### config.mk
export PLATFORM = sky130hd
export DESIGN_NAME = apb_mem_completer
export DESIGN_NICKNAME = d
export VERILOG_FILES = /design/src/rtl/apb_mem_completer.sv
export SDC_FILE = /design/constraint.sdc
export NUM_CORES = 1
export LEC_CHECK = 0
export ABC_CLOCK_PERIOD_IN_PS = 9900
export CORE_MARGIN = 2
export CORE_UTILIZATION = 25
export DETAILED_ROUTE_END_ITERATION = 8
export PLACE_DENSITY = 0.39
export SLEW_MARGIN = 20
export SYNTH_ARGS = -nofsm -noshare
export SYNTH_HDL_FRONTEND = slang
export SYNTH_SLANG_ARGS = --single-unit
### constraint.sdc
create_clock -name pclk -period 9.9 [get_ports pclk]
set_input_delay 1.98 -clock pclk [delete_from_list [all_inputs] [get_ports pclk]]
set_output_delay 1.98 -clock pclk [all_outputs]
set_load 0.03 [all_outputs]
### src/rtl/apb_mem_completer.sv
// APB completer backed by a byte-wide register memory.
// It inserts a fixed number of wait states, flags out-of-range addresses with pslverr,
// and keeps a sticky flag for bridge protocol violations.
module apb_mem_completer #(
  parameter int unsigned ADDR_WIDTH  = 8,
  parameter int unsigned DATA_WIDTH  = 8,
  parameter int unsigned DEPTH       = 192,
  parameter int unsigned WAIT_STATES = 2
) (
  input  logic                  pclk,
  input  logic                  presetn,
  input  logic                  psel,
  input  logic                  penable,
  input  logic                  pwrite,
  input  logic [ADDR_WIDTH-1:0] paddr,
  input  logic [DATA_WIDTH-1:0] pwdata,
  output logic                  pready,
  output logic [DATA_WIDTH-1:0] prdata,
  output logic                  pslverr,
  output logic                  proto_err,
  output logic [7:0]            txn_count
);

  localparam int unsigned CNT_W = 4;
  localparam int unsigned IDX_W = (DEPTH > 1) ? $clog2(DEPTH) : 1;
  localparam logic [ADDR_WIDTH:0] DEPTH_LIM = (ADDR_WIDTH + 1)'(DEPTH);

  typedef enum logic [1:0] {IDLE, WAIT, DONE} state_t;

  state_t                state, state_n;
  logic [CNT_W-1:0]      cnt, cnt_n;
  logic [ADDR_WIDTH-1:0] cap_addr, cap_addr_n;
  logic                  cap_write, cap_write_n;
  logic [DATA_WIDTH-1:0] cap_wdata, cap_wdata_n;
  logic                  pready_n;
  logic [DATA_WIDTH-1:0] prdata_n;
  logic                  pslverr_n;
  logic                  proto_err_n;
  logic [7:0]            txn_count_n;

  logic                  mem_we_c;
  logic                  resp_load_c;
  logic [ADDR_WIDTH-1:0] resp_addr_c;
  logic                  resp_write_c;
  logic                  resp_in_range_c;
  logic                  cap_in_range_c;
  logic                  unstable_c;

  logic [DATA_WIDTH-1:0] mem [DEPTH];

  // Address range decode and bus-stability comparison against the captured request
  always_comb begin
    cap_in_range_c = ({1'b0, cap_addr} < DEPTH_LIM);
    unstable_c     = (paddr != cap_addr) || (pwrite != cap_write) ||
                     (cap_write && (pwdata != cap_wdata));
  end

  // Next-state, capture, response and counter logic
  always_comb begin
    state_n      = state;
    cnt_n        = cnt;
    cap_addr_n   = cap_addr;
    cap_write_n  = cap_write;
    cap_wdata_n  = cap_wdata;
    pready_n     = 1'b0;
    prdata_n     = '0;
    pslverr_n    = 1'b0;
    proto_err_n  = proto_err;
    txn_count_n  = txn_count;
    mem_we_c     = 1'b0;
    resp_load_c  = 1'b0;
    resp_addr_c  = cap_addr;
    resp_write_c = cap_write;

    case (state)
      IDLE: begin
        if (psel && !penable) begin
          cap_addr_n  = paddr;
          cap_write_n = pwrite;
          cap_wdata_n = pwdata;
          cnt_n       = CNT_W'(WAIT_STATES);
          if (WAIT_STATES == 0) begin
            // Zero wait states: the response comes straight from the setup-phase bus
            state_n      = DONE;
            resp_load_c  = 1'b1;
            resp_addr_c  = paddr;
            resp_write_c = pwrite;
          end else begin
            state_n = WAIT;
          end
        end else if (psel && penable) begin
          proto_err_n = 1'b1;
        end
      end
      WAIT: begin
        if (!psel) begin
          state_n     = IDLE;
          proto_err_n = 1'b1;
        end else begin
          if (unstable_c) proto_err_n = 1'b1;
          if (penable) begin
            if (cnt <= CNT_W'(1)) begin
              state_n     = DONE;
              resp_load_c = 1'b1;
            end else begin
              cnt_n = cnt - CNT_W'(1);
            end
          end
        end
      end
      DONE: begin
        state_n = IDLE;
        if (!psel) begin
          proto_err_n = 1'b1;
        end else begin
          if (unstable_c) proto_err_n = 1'b1;
          if (penable) begin
            mem_we_c = cap_write && cap_in_range_c;
            if (!pslverr) txn_count_n = txn_count + 8'd1;
          end
        end
      end
      default: state_n = IDLE;
    endcase

    resp_in_range_c = ({1'b0, resp_addr_c} < DEPTH_LIM);
    if (resp_load_c) begin
      pready_n = 1'b1;
      if (!resp_in_range_c) begin
        pslverr_n = 1'b1;
      end else if (!resp_write_c) begin
        prdata_n = mem[IDX_W'(resp_addr_c)];
      end
    end
  end

  // State and registered outputs
  always_ff @(posedge pclk or negedge presetn) begin
    if (!presetn) begin
      state     <= IDLE;
      cnt       <= '0;
      cap_addr  <= '0;
      cap_write <= 1'b0;
      cap_wdata <= '0;
      pready    <= 1'b0;
      prdata    <= '0;
      pslverr   <= 1'b0;
      proto_err <= 1'b0;
      txn_count <= '0;
    end else begin
      state     <= state_n;
      cnt       <= cnt_n;
      cap_addr  <= cap_addr_n;
      cap_write <= cap_write_n;
      cap_wdata <= cap_wdata_n;
      pready    <= pready_n;
      prdata    <= prdata_n;
      pslverr   <= pslverr_n;
      proto_err <= proto_err_n;
      txn_count <= txn_count_n;
    end
  end

  // Storage array; a write commits only at the completion edge of an in-range write
  always_ff @(posedge pclk) begin
    if (mem_we_c) mem[IDX_W'(cap_addr)] <= cap_wdata;
  end

endmodule

==> flow_metrics.tcl, run 1 <==
set metrics [dict create \
    fmaxAchievable_mhz 181 \
    syn_nets 2825 \
    seq_power_share 0.412 \
    slowest_delay_ns 0.96 \
    drc_errors 0 \
    cp_slowest_cell "nor3_1" \
    p_sw_w 0.00737 \
    hpwlAfterDp_um 115000 \
    postCtsSetupRepairBufs 0 \
    finalWeightedCongestion 0.766 \
    fp.dieH_um 497 \
    initial_utilization 0.251 \
    power_density_nw_per_um2 304 \
    crit_path_end_kind "register" \
    ys_types 49 \
    power_leakage_nw 21.2 \
    synth_top_area_frac 0.758 \
    first_global_vias 30300 \
    drive_gt1_frac 0.247 \
    ys_warn_count 0 \
    gr-total-overflow 0 \
    routedWlPerCell_um 30.2 \
    grt_setup_unrepaired "no" \
    maxCapViolations 0 \
    min_period_over_period 0.559 \
    synth_edf_count 1536 \
    crit_path_max_fanout 16 \
    ys_seq_area_frac 0.776 \
    drt_wl_total_um 189000 \
    tritoncts "yes" \
    setup.worst_path.start_class "input port" \
    clkLatencyLatePin_ns 0.81 \
    crit_chain "clkdlybuf4s50_1, nand4_1, nor3_1, nand3_1, nor2_1" \
    track_usage 0.152 \
    worst_ep_required_time_ns 10.33 \
    core_area_sq_um 243000 \
    synth_ff_type "edfxtp_1" \
    clock-sinks 1578 \
    yosys.cell_count.top_type "edfxtp_1" \
    drt_pass1_iterations 5 \
    critPathArrivalTime_ns 5.97 \
    finalMaxSlewViolations 0 \
    cts.clk_slew.worst_paths_ns 0.06 \
    num_rows 181 \
    pwr-share-comb 0.295 \
    via_per_inst 4.68 \
    grt_max_degree 133 \
    cts_buffers 173 \
    synth-seq-cells 1578 \
    netSwitchingFraction 0.343 \
    multi_input_area_sq_um 12800 \
    io_buffers 39 \
    regArea_sq_um 47200 \
    final_core_util 0.291 \
    dieArea_sq_um 247000 \
    synth_area_per_cell_sq_um 21.7 \
    clockBufferDepth 3 \
    ys_top_cells_by_area "edfxtp_1, mux4_2, dfrtp_1, nor2_1, o22ai_1" \
    antenna_found_initial 5 \
    post-route-min-period_ns 5.54 \
    io_pins 40 \
    hold_class "reg -> reg" \
    synthTopCellsByCount "edfxtp_1, mux4_2, nor2_1, o22ai_1, clkbuf_1" \
    ir_worst_vdd_uv 301 \
    ant_nets 0 \
    finClkSkew_ns 0.0317 \
    nets 2944 \
    totalNegativeSetupSlack_ns 0 \
    clockRootBuffer "clkbuf_16" \
    critical_path_class "in -> reg" \
    syn2layout_area_growth_pct 16.0 \
    cts-resized-gates 0 \
    hold_buffers 0 \
    syn_inst 2797 \
    dr.first_iter.drc_count 2821 \
    clkPwrFrac 0.294 \
    setup_violations 0 \
    h-tree-depth 4 \
    synth_area_sq_um 60800 \
    p_int_w 0.0141 \
    tightest_slew_ns 1.16 \
    grt_pass1_wl_um 263000 \
    chipWidth_um 497 \
    fill_cells 23500 \
    hold_viol 0 \
    vias 29300 \
    async_reset_ff_frac 0.0266 \
    post-synth-top-area-cell "edfxtp_1" \
    relSlewSlack 0.224 \
    status "finished, final reports clean" \
]
-- cell usage in the layout (no fill, tap or decap), types with 10 or more instances in the layout --
master / count
clkinv_2: 39
o22ai_1: 122
dfrtp_4: 12
buf_4: 64
dfrtp_1: 30
xnor2_1: 15
mux2_2: 18
inv_1: 11
nand4_1: 11
nor4_1: 28
mux2i_1: 53
clkbuf_1: 29
a22oi_1: 13
mux4_2: 399
edfxtp_1: 1536
nand2_1: 40
clkinv_1: 44
nor2_1: 210
o21ai_0: 10
nand3_1: 22
bufinv_16: 12
clkdlybuf4s50_1: 38
clkbuf_16: 179
-- final timing paths --
check	depth (start not counted)	slack, ns	startpoint	endpoint
max in group asynchronous	2	8.11	presetn	cap_addr[1]
hold reg to reg	1	0.47	proto_err	proto_err
setup / recovery	5	4.36	psel	mem[63][0]
hold / removal	1	0.47	proto_err	proto_err
min in group asynchronous	2	1.27	presetn	txn_count[6]
setup reg to reg	8	5.04	cap_addr[0]	prdata[7]
-- cell type report --
class	instances	share of cell area
Sequential cell	1578	0.669
Antenna cell	1	0.0000355
Clock inverter	109	0.0122
Timing Repair Buffer	110	0.0140
Inverter	12	0.000639
Tap cell	3202	0.0568
Clock buffer	208	0.0650
Multi-Input combinational cell	1041	0.182
-- flip-flops by register name, indices dropped and copies added (netlist names) --
signal     count
mem         1536
cap_addr       8
cap_wdata      8
prdata         8
txn_count      8
cnt            4
state          2
cap_write      1
pready         1
proto_err      1
pslverr        1
-- stage by stage --
stage | instance area, sq um | power, W | hold WS [ns] | setup slack (ns) | instances
after CTS | 70500 | 0.0218 | 0.470 | 4.41 | 6260
final | 70500 | 0.0215 | 0.470 | 4.36 | 6261
after detailed placement | 65100 | 0.0155 | 0.456 | 3.50 | 5943
after global routing | 70500 | 0.0222 | 0.488 | 4.20 | 6261
after floorplan | 60800 | 0.0124 | 0.452 | 5.92 | 2797
after global placement | 65100 | 0.0156 | 0.454 | 3.44 | 5942
-- routing by layer --
metal	global-route usage	up-vias	wire, um
met3	0.0234	213	8960
met1	0.216	16100	86400
met5	0	-	0
li1	-	12000	-
met2	0.241	922	90000
met4	0.0386	0	3950
-- kinds of logic (layout without fill, tap and decap cells) --
family                     count (synthesis)  in the layout  share of synthesized area
and+or+nand+nor                          361            361                     0.0265
xor gates and xnor gates                  23             23                    0.00331
adders and majority gates                  7              7                    0.00144
muxes                                    470            470                      0.160
buffers and inverters                    178            439                     0.0138
other                                      0              1                          0
AOI/OAI and AO/OA                        180            180                     0.0193
DFF                                     1578           1578                      0.776
-- critical path, delay by kind of cell --
family | cells | cell delay [ns]
and+or+nand+nor | 4 | 3.27
buffers and inverters | 1 | 0.69
-- power groups by stage --
stage | clock [W] | combinational [W] | sequential [W]
4_1_cts | 0.00645 | 0.00649 | 0.00887
5_1_grt | 0.00670 | 0.00666 | 0.00888
3_5_place_dp | 0 | 0.00650 | 0.00901
3_3_place_gp | 0 | 0.00654 | 0.00902
6_report | 0.00630 | 0.00632 | 0.00884
2_1_floorplan | 0 | 0.00327 | 0.00917
No activity file was read; power rests on OpenSTA's default activity.
==> inputs of run 2 (changes only) <==
- ABC_CLOCK_PERIOD_IN_PS: 9900 -> 4500
- PLACE_DENSITY: 0.39 -> 0.41
- clock period: 9.9 -> 4.5 ns (I/O delays scaled with it)
==> flow_metrics.tcl, run 2 (synthesis results as in run 1) <==
set metrics [dict create \
    clockBufferDepth 3 \
    crit_family "simple AND/OR/NAND/NOR gates" \
    chipWidth_um 497 \
    hold_buffers 0 \
    final_common_cell "edfxtp_1" \
    clock-sinks 1578 \
    via_per_inst 4.51 \
    finalMaxSlewViolations 0 \
    initial_utilization 0.251 \
    power_w 0.0472 \
    core_area_sq_um 243000 \
    cts-resized-gates 0 \
    fp.dieH_um 497 \
    dpl_cell_area_sq_um 67300 \
    postCtsSetupRepairBufs 0 \
    slowest_delay_ns 0.87 \
    hold_class "in -> async" \
    largest_reg_flops 1536 \
    vias 29400 \
    power_density_nw_per_um2 648 \
    critPathArrivalTime_ns 4.43 \
    dp_cells 6210 \
    h-tree-depth 4 \
    clockRootBuffer "clkbuf_16" \
    drt_pass1_iterations 5 \
    first_global_vias 30900 \
    dieArea_sq_um 247000 \
    grt_pass1_wl_um 247000 \
    power_leakage_nw 22.7 \
    fill_cells 23500 \
    ir_worst_vdd_uv 636 \
    crit_buf_inv 1 \
    crit_top_cell "o22ai_1" \
    fmaxAchievable_mhz 271 \
    antenna_found_initial 7 \
    setup_violations 0 \
    setup.worst_path.start_class "register" \
    nets 3211 \
    io_pins 40 \
    instances_no_fill 6527 \
    cts_buffers 172 \
    drt_wl_total_um 175000 \
    crit_path_end_kind "register" \
    syn2layout_area_growth_pct 19.7 \
    critical_path_class "reg -> reg" \
    post-route-min-period_ns 3.69 \
    drive_gt1_frac 0.306 \
    finClkSkew_ns 0.0249 \
    grt_setup_unrepaired "no" \
    tightest_slew_ns 1.16 \
    drc_errors 0 \
    relSlewSlack 0.227 \
    min_period_over_period 0.819 \
    holdWs_ns 0.222 \
    cp_slowest_cell "dfrtp_4" \
    track_usage 0.140 \
    num_rows 181 \
    crit_path_max_fanout 57 \
    clkLatencyLatePin_ns 0.81 \
    routedWlPerCell_um 26.8 \
    crit_chain "buf_12, mux4_2, o22ai_1, nor4_1, mux2i_1, o22ai_1, or2_1" \
    maxCapViolations 0 \
    worst_ep_required_time_ns 5.25 \
    totalNegativeSetupSlack_ns 0 \
    io_buffers 39 \
    cts.clk_slew.worst_paths_ns 0.06 \
    hold_viol 0 \
    grt_max_degree 194 \
    final_cell_mix "edfxtp_1, mux4_2, buf_4, nor2_1, clkbuf_16" \
    largest-register "mem" \
    status "finished, final reports clean" \
    finalWeightedCongestion 0.776 \
    gr-total-overflow 0 \
    rrSetupSlack_ns 0.81 \
    ant_nets 0 \
    hpwlAfterDp_um 109000 \
    fin_area_sq_um 72800 \
    tritoncts "yes" \
    dr.first_iter.drc_count 2342 \
]
run 2: cell type report:
cell class / count / area, sq um / share of cell area
diodes: 1 / 2.50 / 0.0000344
clock buffers: 214 / 4550 / 0.0624
clock inverters: 101 / 946 / 0.0130
inverters: 12 / 45.0 / 0.000619
multi-input cells: 1041 / 12800 / 0.176
flip-flops and latches: 1578 / 47200 / 0.648
well taps: 3202 / 4010 / 0.0550
repair buffers: 378 / 3230 / 0.0444
run 2: stage by stage:
step                      utilization  setup slack, ns
after global routing            0.300            0.754
after global placement          0.277           -0.409
after floorplan                     -            0.919
after CTS                       0.300            0.738
after detailed placement        0.277            0.200
final                           0.300            0.815
run 2: metal layers:
| layer | vias up | GRT usage | wire length, um | share of wire |
|---|---|---|---|---|
| li1 | 12500 | - | - | - |
| met1 | 16000 | 0.193 | 79000 | 0.45 |
| met2 | 641 | 0.228 | 84700 | 0.48 |
| met3 | 214 | 0.0224 | 7110 | 0.041 |
| met4 | 0 | 0.0391 | 4150 | 0.024 |
| met5 | - | 0 | 0 | 0 |
run 2: final timing paths:
check | start | end | cells after the start
max | cap_addr[0] | prdata[3] | 7
min | presetn | cnt[3] | 2
max reg2reg | cap_addr[0] | prdata[3] | 7
min reg2reg | txn_count[7] | txn_count[7] | 1
max in group asynchronous | presetn | cap_addr[1] | 2
min in group pclk | txn_count[7] | txn_count[7] | 1
run 2: report_power, final:
part           leakage, nW  internal (W)  switching (W)
registers             14.3        0.0185       0.000819
logic                 5.70       0.00513        0.00894
clock network         2.67       0.00798        0.00587
total                 22.7        0.0316         0.0156
==> RTL change 1: new RTL, settings of run 1 <==
Take the reset off `cap_wdata` and load it in a clocked block of its own.
--- a/src/rtl/apb_mem_completer.sv
+++ b/src/rtl/apb_mem_completer.sv
@@ -141,7 +141,6 @@
       cnt       <= '0;
       cap_addr  <= '0;
       cap_write <= 1'b0;
-      cap_wdata <= '0;
       pready    <= 1'b0;
       prdata    <= '0;
       pslverr   <= 1'b0;
@@ -152,13 +151,16 @@
       cnt       <= cnt_n;
       cap_addr  <= cap_addr_n;
       cap_write <= cap_write_n;
-      cap_wdata <= cap_wdata_n;
       pready    <= pready_n;
       prdata    <= prdata_n;
       pslverr   <= pslverr_n;
       proto_err <= proto_err_n;
       txn_count <= txn_count_n;
     end
+  end
+
+  always_ff @(posedge pclk) begin
+    cap_wdata <= cap_wdata_n;
   end
 
   // Storage array; a write commits only at the completion edge of an in-range write
Check against the original RTL: same outputs for any inputs over 4 cycles, from zero or initial values and one cycle with presetn low; that may be too few to reach the edited logic, so the function may still have changed.
==> RTL change 1 against run 1 <==
Setup slack better by 0.35 ns; sequential cell count stayed put; sequential share of layout area is 0.48 points lower; first-iteration DRC count is 13% higher; synthesized area is 0.93% higher; critical endpoint is now mem[188][7]$_DFFE_PP_; final area is 0.74% higher; routed wire length is 1.5% higher; synthesized cell count is 9.8% higher; cell count is 4.3% higher; total power is 9.9% lower; via count is 3.7% higher.
==> RTL change 1: results (changes against run 1) <==
stage;metric;value;unit;change
synthesis;synthTopCellsByCount;1544 x edfxtp_1, 295 x mux4_2, 236 x nor2_1;;
setup_path;slowest_delay;0.87;ns;-0.09 ns
power_and_ir_drop;vdd_drop_max;236;uV;-22%
timing;clock_skew;0.0413;ns;+0.00967 ns
final_layout;fill_cells;23900;;+1.8%
setup_path;arrival;5.61;ns;-0.36 ns
clocking;clk-insertion-delay-late;0.83;ns;+0.02 ns
synthesis;synth_cell_types;57;;+16%
grt;track_usage;0.152;;+0.000554
placed_design;gp_congestion;0.783;;+2.1%
routing;wl_met1;85300;microns;-1.2%
grt;grt_max_degree;150;;+13%
placed_design;dp_cells;6205;;+4.4%
routing;wl_met2;90000;microns;about the same
clocking;numCtsBuffers;175;;+1.2%
routing;via_per_inst;4.66;;-0.52%
synthesis;syn-instance-count;3071;;+9.8%
routing;finalWirelength;192000;microns;+1.5%
routing;routed.top_layer;met5;;
grt;antenna_found_initial;14;;+9
synthesis;synth_edf_count;1544;;+0.52%
final_layout;drive_gt1_frac;0.197;;-0.0505
power_and_ir_drop;p_int;13.1;mW;-7.3%
synthesis;yosysSeqAreaShare;0.769;;-0.00651
final_layout;fin_cells;6529;;+4.3%
power_and_ir_drop;powerClk;6.41;mW;+2%
synthesis;synth.area.top_cells;edfxtp_1 76%, mux4_2 11%, mux2i_1 2.9%;;
outcome;outcome;complete, no violations;;
placed_design;dp_hpwl;116000;microns;+0.67%
power_and_ir_drop;leakage;21.4;nW;+0.83%
placed_design;post-place-ws;3.77;ns;+0.269 ns
grt;met3_usage;0.0312;;+0.00773
power_and_ir_drop;p_seq_frac;0.399;;-0.013
grt;use_met1;0.207;;-0.00875
setup_path;critical-path-slowest-cell;nor2_1;;
routing;drt_iter0_drc;3192;;+13%
grt;grt_util_met2;0.241;;about the same
grt;grt_pass1_wl;265000;microns;+0.89%
## RTL change 1: layout make-up
class,count,area (sq um),share of cell area
multi-input combinational,1302,13100,0.185
tap,3202,4010,0.0564
inverter,7,26.3,0.000370
clock buffer,219,4630,0.0651
sequential,1578,47200,0.665
antenna,2,5.00,0.0000704
timing repair buffer,116,1060,0.0150
clock inverter,103,965,0.0136
## RTL change 1: cell families after synthesis
logic type | count (synthesis) | share of synthesized area
xor gates and xnor gates | 23 | 0.00328
adders and majority gates | 7 | 0.00143
and+or+nand+nor | 491 | 0.0372
DFF | 1578 | 0.769
muxes | 483 | 0.139
AOI/OAI and AO/OA | 298 | 0.0319
buffers and inverters | 191 | 0.0177
## RTL change 1: worst paths after layout
| path | from | endpoint | slack, ns | cells past startpoint |
|---|---|---|---|---|
| setup / recovery | psel | mem[188][7]$_DFFE_PP_ | 4.71 | 6 |
| hold / removal | proto_err$_DFFE_PN0P_ | proto_err$_DFFE_PN0P_ | 0.47 | 1 |
| setup reg to reg | cap_addr[0]$_DFFE_PN0P_ | prdata[7]$_DFF_PN0_ | 5.36 | 7 |
| hold reg to reg | proto_err$_DFFE_PN0P_ | proto_err$_DFFE_PN0P_ | 0.47 | 1 |
| max in group asynchronous | presetn | cap_addr[3]$_DFFE_PN0P_ | 8.21 | 2 |
| min in group asynchronous | presetn | txn_count[1]$_DFFE_PN0P_ | 1.23 | 2 |
## RTL change 1: stage by stage
stage	area (sq um)	hold slack [ns]	total power, mW
2_1_floorplan	61400	0.486	11.1
3_3_place_gp	65500	0.463	13.1
3_5_place_dp	65500	0.472	13.1
4_1_cts	71000	0.490	19.6
5_1_grt	71100	0.502	20.0
6_report	71100	0.473	19.3
==> RTL change 2: new RTL, settings of run 1 <==
Without the edit above. The parameter `DEPTH` goes from 192 to 96.
--- a/src/rtl/apb_mem_completer.sv
+++ b/src/rtl/apb_mem_completer.sv
@@ -4,7 +4,7 @@
 module apb_mem_completer #(
   parameter int unsigned ADDR_WIDTH  = 8,
   parameter int unsigned DATA_WIDTH  = 8,
-  parameter int unsigned DEPTH       = 192,
+  parameter int unsigned DEPTH       = 96,
   parameter int unsigned WAIT_STATES = 2
 ) (
   input  logic                  pclk,
Function: changed (Yosys sat finds a counterexample within 4 cycles, from zero or initial values and one cycle with presetn low).
==> RTL change 2 against run 1 <==
Routed wire length down 46%; sequential cell count decreased by 768; cell count down 45%; total power fell by 47%; highest routed layer unchanged; final area down 47%; critical path depth increased by 2; synthesized area shrank 47%; setup slack better by 0.98 ns; count of clock-buffer cells in the layout decreased by 89; maximum frequency increased by 22%.
==> RTL change 2: results (changes against run 1) <==
stage;metric;value;unit;change
timing;worstMarginPinSlew;1.05;ns;-0.111 ns
synthesis;syn-num-nets;1690;;-40%
placed_design;gp_congestion;0.788;;+2.8%
power_and_ir_drop;leakage;11.5;nW;-46%
final_layout;drive_gt1_frac;0.224;;-0.0231
synthesis;yosysSeqAreaShare;0.754;;-0.0221
timing;clock_skew;0.0245;ns;-0.00718 ns
clocking;numCtsBuffers;91;;-47%
setup_path;ff2ff_path_depth;7;;-1
routing;wl_met2;48700;microns;-46%
final_layout;layout.nets;1760;;-40%
synthesis;synth_cell_types;64;;+31%
synthesis;synthTopCellsByCount;768 x edfxtp_1, 147 x mux4_2, 123 x nor2_1;;
routing;via_per_inst;4.84;;+3.5%
setup_path;critical-path-slowest-cell;dfrtp_4;;
floorplanning;die_area;131000;sq um;-47%
grt;antenna_found_initial;0;;-5
outcome;outcome;complete, no violations;;
grt;grt_pass1_wl;142000;microns;-46%
setup_path;path_delay_family;buffers and inverters;;
final_layout;largest_reg_flops;768;;-50%
grt;grt_pass1_vias;17300;;-43%
routing;wl_met1;45300;microns;-48%
clocking;htree_levels;3;;-1
power_and_ir_drop;p_sw;3.92;mW;-47%
final_layout;fill_cells;12300;;-48%
power_and_ir_drop;vdd_drop_max;198;uV;-34%
synthesis;synth-async-reset-ratio;0.0519;;+0.0252
synthesis;synth_edf_count;768;;-50%
setup_path;slowest_delay;0.92;ns;-0.04 ns
routing;wl_met3;5000;microns;-44%
routing;finalWirelength;102000;microns;-46%
clocking;clk-insertion-delay-late;0.65;ns;-0.16 ns
placed_design;dp_hpwl;61200;microns;-47%
grt;grt_max_degree;70;;-47%
synthesis;synth.area.top_cells;edfxtp_1 72%, mux4_2 10%, dfrtp_1 3.3%;;
setup_path;arrival;5.09;ns;-0.88 ns
routing;firstDrtPassIters;8;;+3
setup_path;r2r-end;prdata[4]$_DFF_PN0_;;
==> RTL change 2: changes by cell type after synthesis, sizes merged, moves of 15 or more <==
cell and delta:
edfxtp -768, mux4 -252, o22ai -105, nor2 -86, a221oi +47, mux2 +40
clkbuf -39, buf -26, nor4 -26, nand2 +22, mux2i -19, a22oi +15
o21ai +15
==> RTL change 2: final cells by class <==
| type | instances | share of cell area |
|---|---|---|
| Tap cell | 1662 | 0.0558 |
| Multi-Input combinational cell | 740 | 0.197 |
| Timing Repair Buffer | 78 | 0.0182 |
| Clock inverter | 49 | 0.0143 |
| Antenna cell | 1 | 0.0000671 |
| Sequential cell | 810 | 0.648 |
| Clock buffer | 119 | 0.0656 |
| Inverter | 11 | 0.00111 |
==> RTL change 2: per-stage QoR <==
step | instance area, sq um | worst slack, ns | std cells | hold WS (ns) | utilization
6_report | 37300 | 5.35 | 3470 | 0.457 | 0.293
5_1_grt | 37300 | 5.08 | 3469 | 0.481 | 0.293
4_1_cts | 37300 | 5.25 | 3469 | 0.468 | 0.293
3_5_place_dp | 34300 | 4.74 | 3301 | 0.455 | 0.269
3_3_place_gp | 34300 | 4.78 | 3301 | 0.446 | 0.269
2_1_floorplan | 32000 | 6.13 | 1662 | 0.511 | -
==> RTL change 2: per-layer routing <==
layer | global-route usage | vias up
li1 | - | 6969
met1 | 0.213 | 9116
met2 | 0.251 | 595
met3 | 0.0209 | 132
met4 | 0.0460 | 0
met5 | 0 | -
==> RTL change 2: worst min-delay path by stage <==
| stage | startpoint | to | slack [ns] | cells after the start |
|---|---|---|---|---|
| after floorplan | cnt[0]$_DFFE_PN0P_ | cnt[0]$_DFFE_PN0P_ | 0.51 | 2 |
| after global placement | proto_err$_DFFE_PN0P_ | proto_err$_DFFE_PN0P_ | 0.45 | 1 |
| after detailed placement | proto_err$_DFFE_PN0P_ | proto_err$_DFFE_PN0P_ | 0.45 | 1 |
| after CTS | proto_err$_DFFE_PN0P_ | proto_err$_DFFE_PN0P_ | 0.47 | 1 |
| after global routing | proto_err$_DFFE_PN0P_ | proto_err$_DFFE_PN0P_ | 0.48 | 1 |
| final | proto_err$_DFFE_PN0P_ | proto_err$_DFFE_PN0P_ | 0.46 | 1 |
==> RTL change 2: power groups by stage <==
stage	Clock [mW]	Combinational, mW	Sequential [mW]
CTS	3.48	3.16	4.82
floorplan	0	1.84	4.63
global route	3.61	3.26	4.84
global placement	0	3.19	4.90
detailed placement	0	3.15	4.90
finish	3.40	3.11	4.80
==> RTL change 2: cell families after synthesis <==
logic type | synth area share
AO/OA/AOI/OAI | 0.0498
XOR/XNOR | 0.00630
adder cells (fa/ha/maj) | 0.00274
buffers and inverters | 0.0169
flip-flops | 0.754
multiplexers | 0.135
AND/OR/NAND/NOR | 0.0360
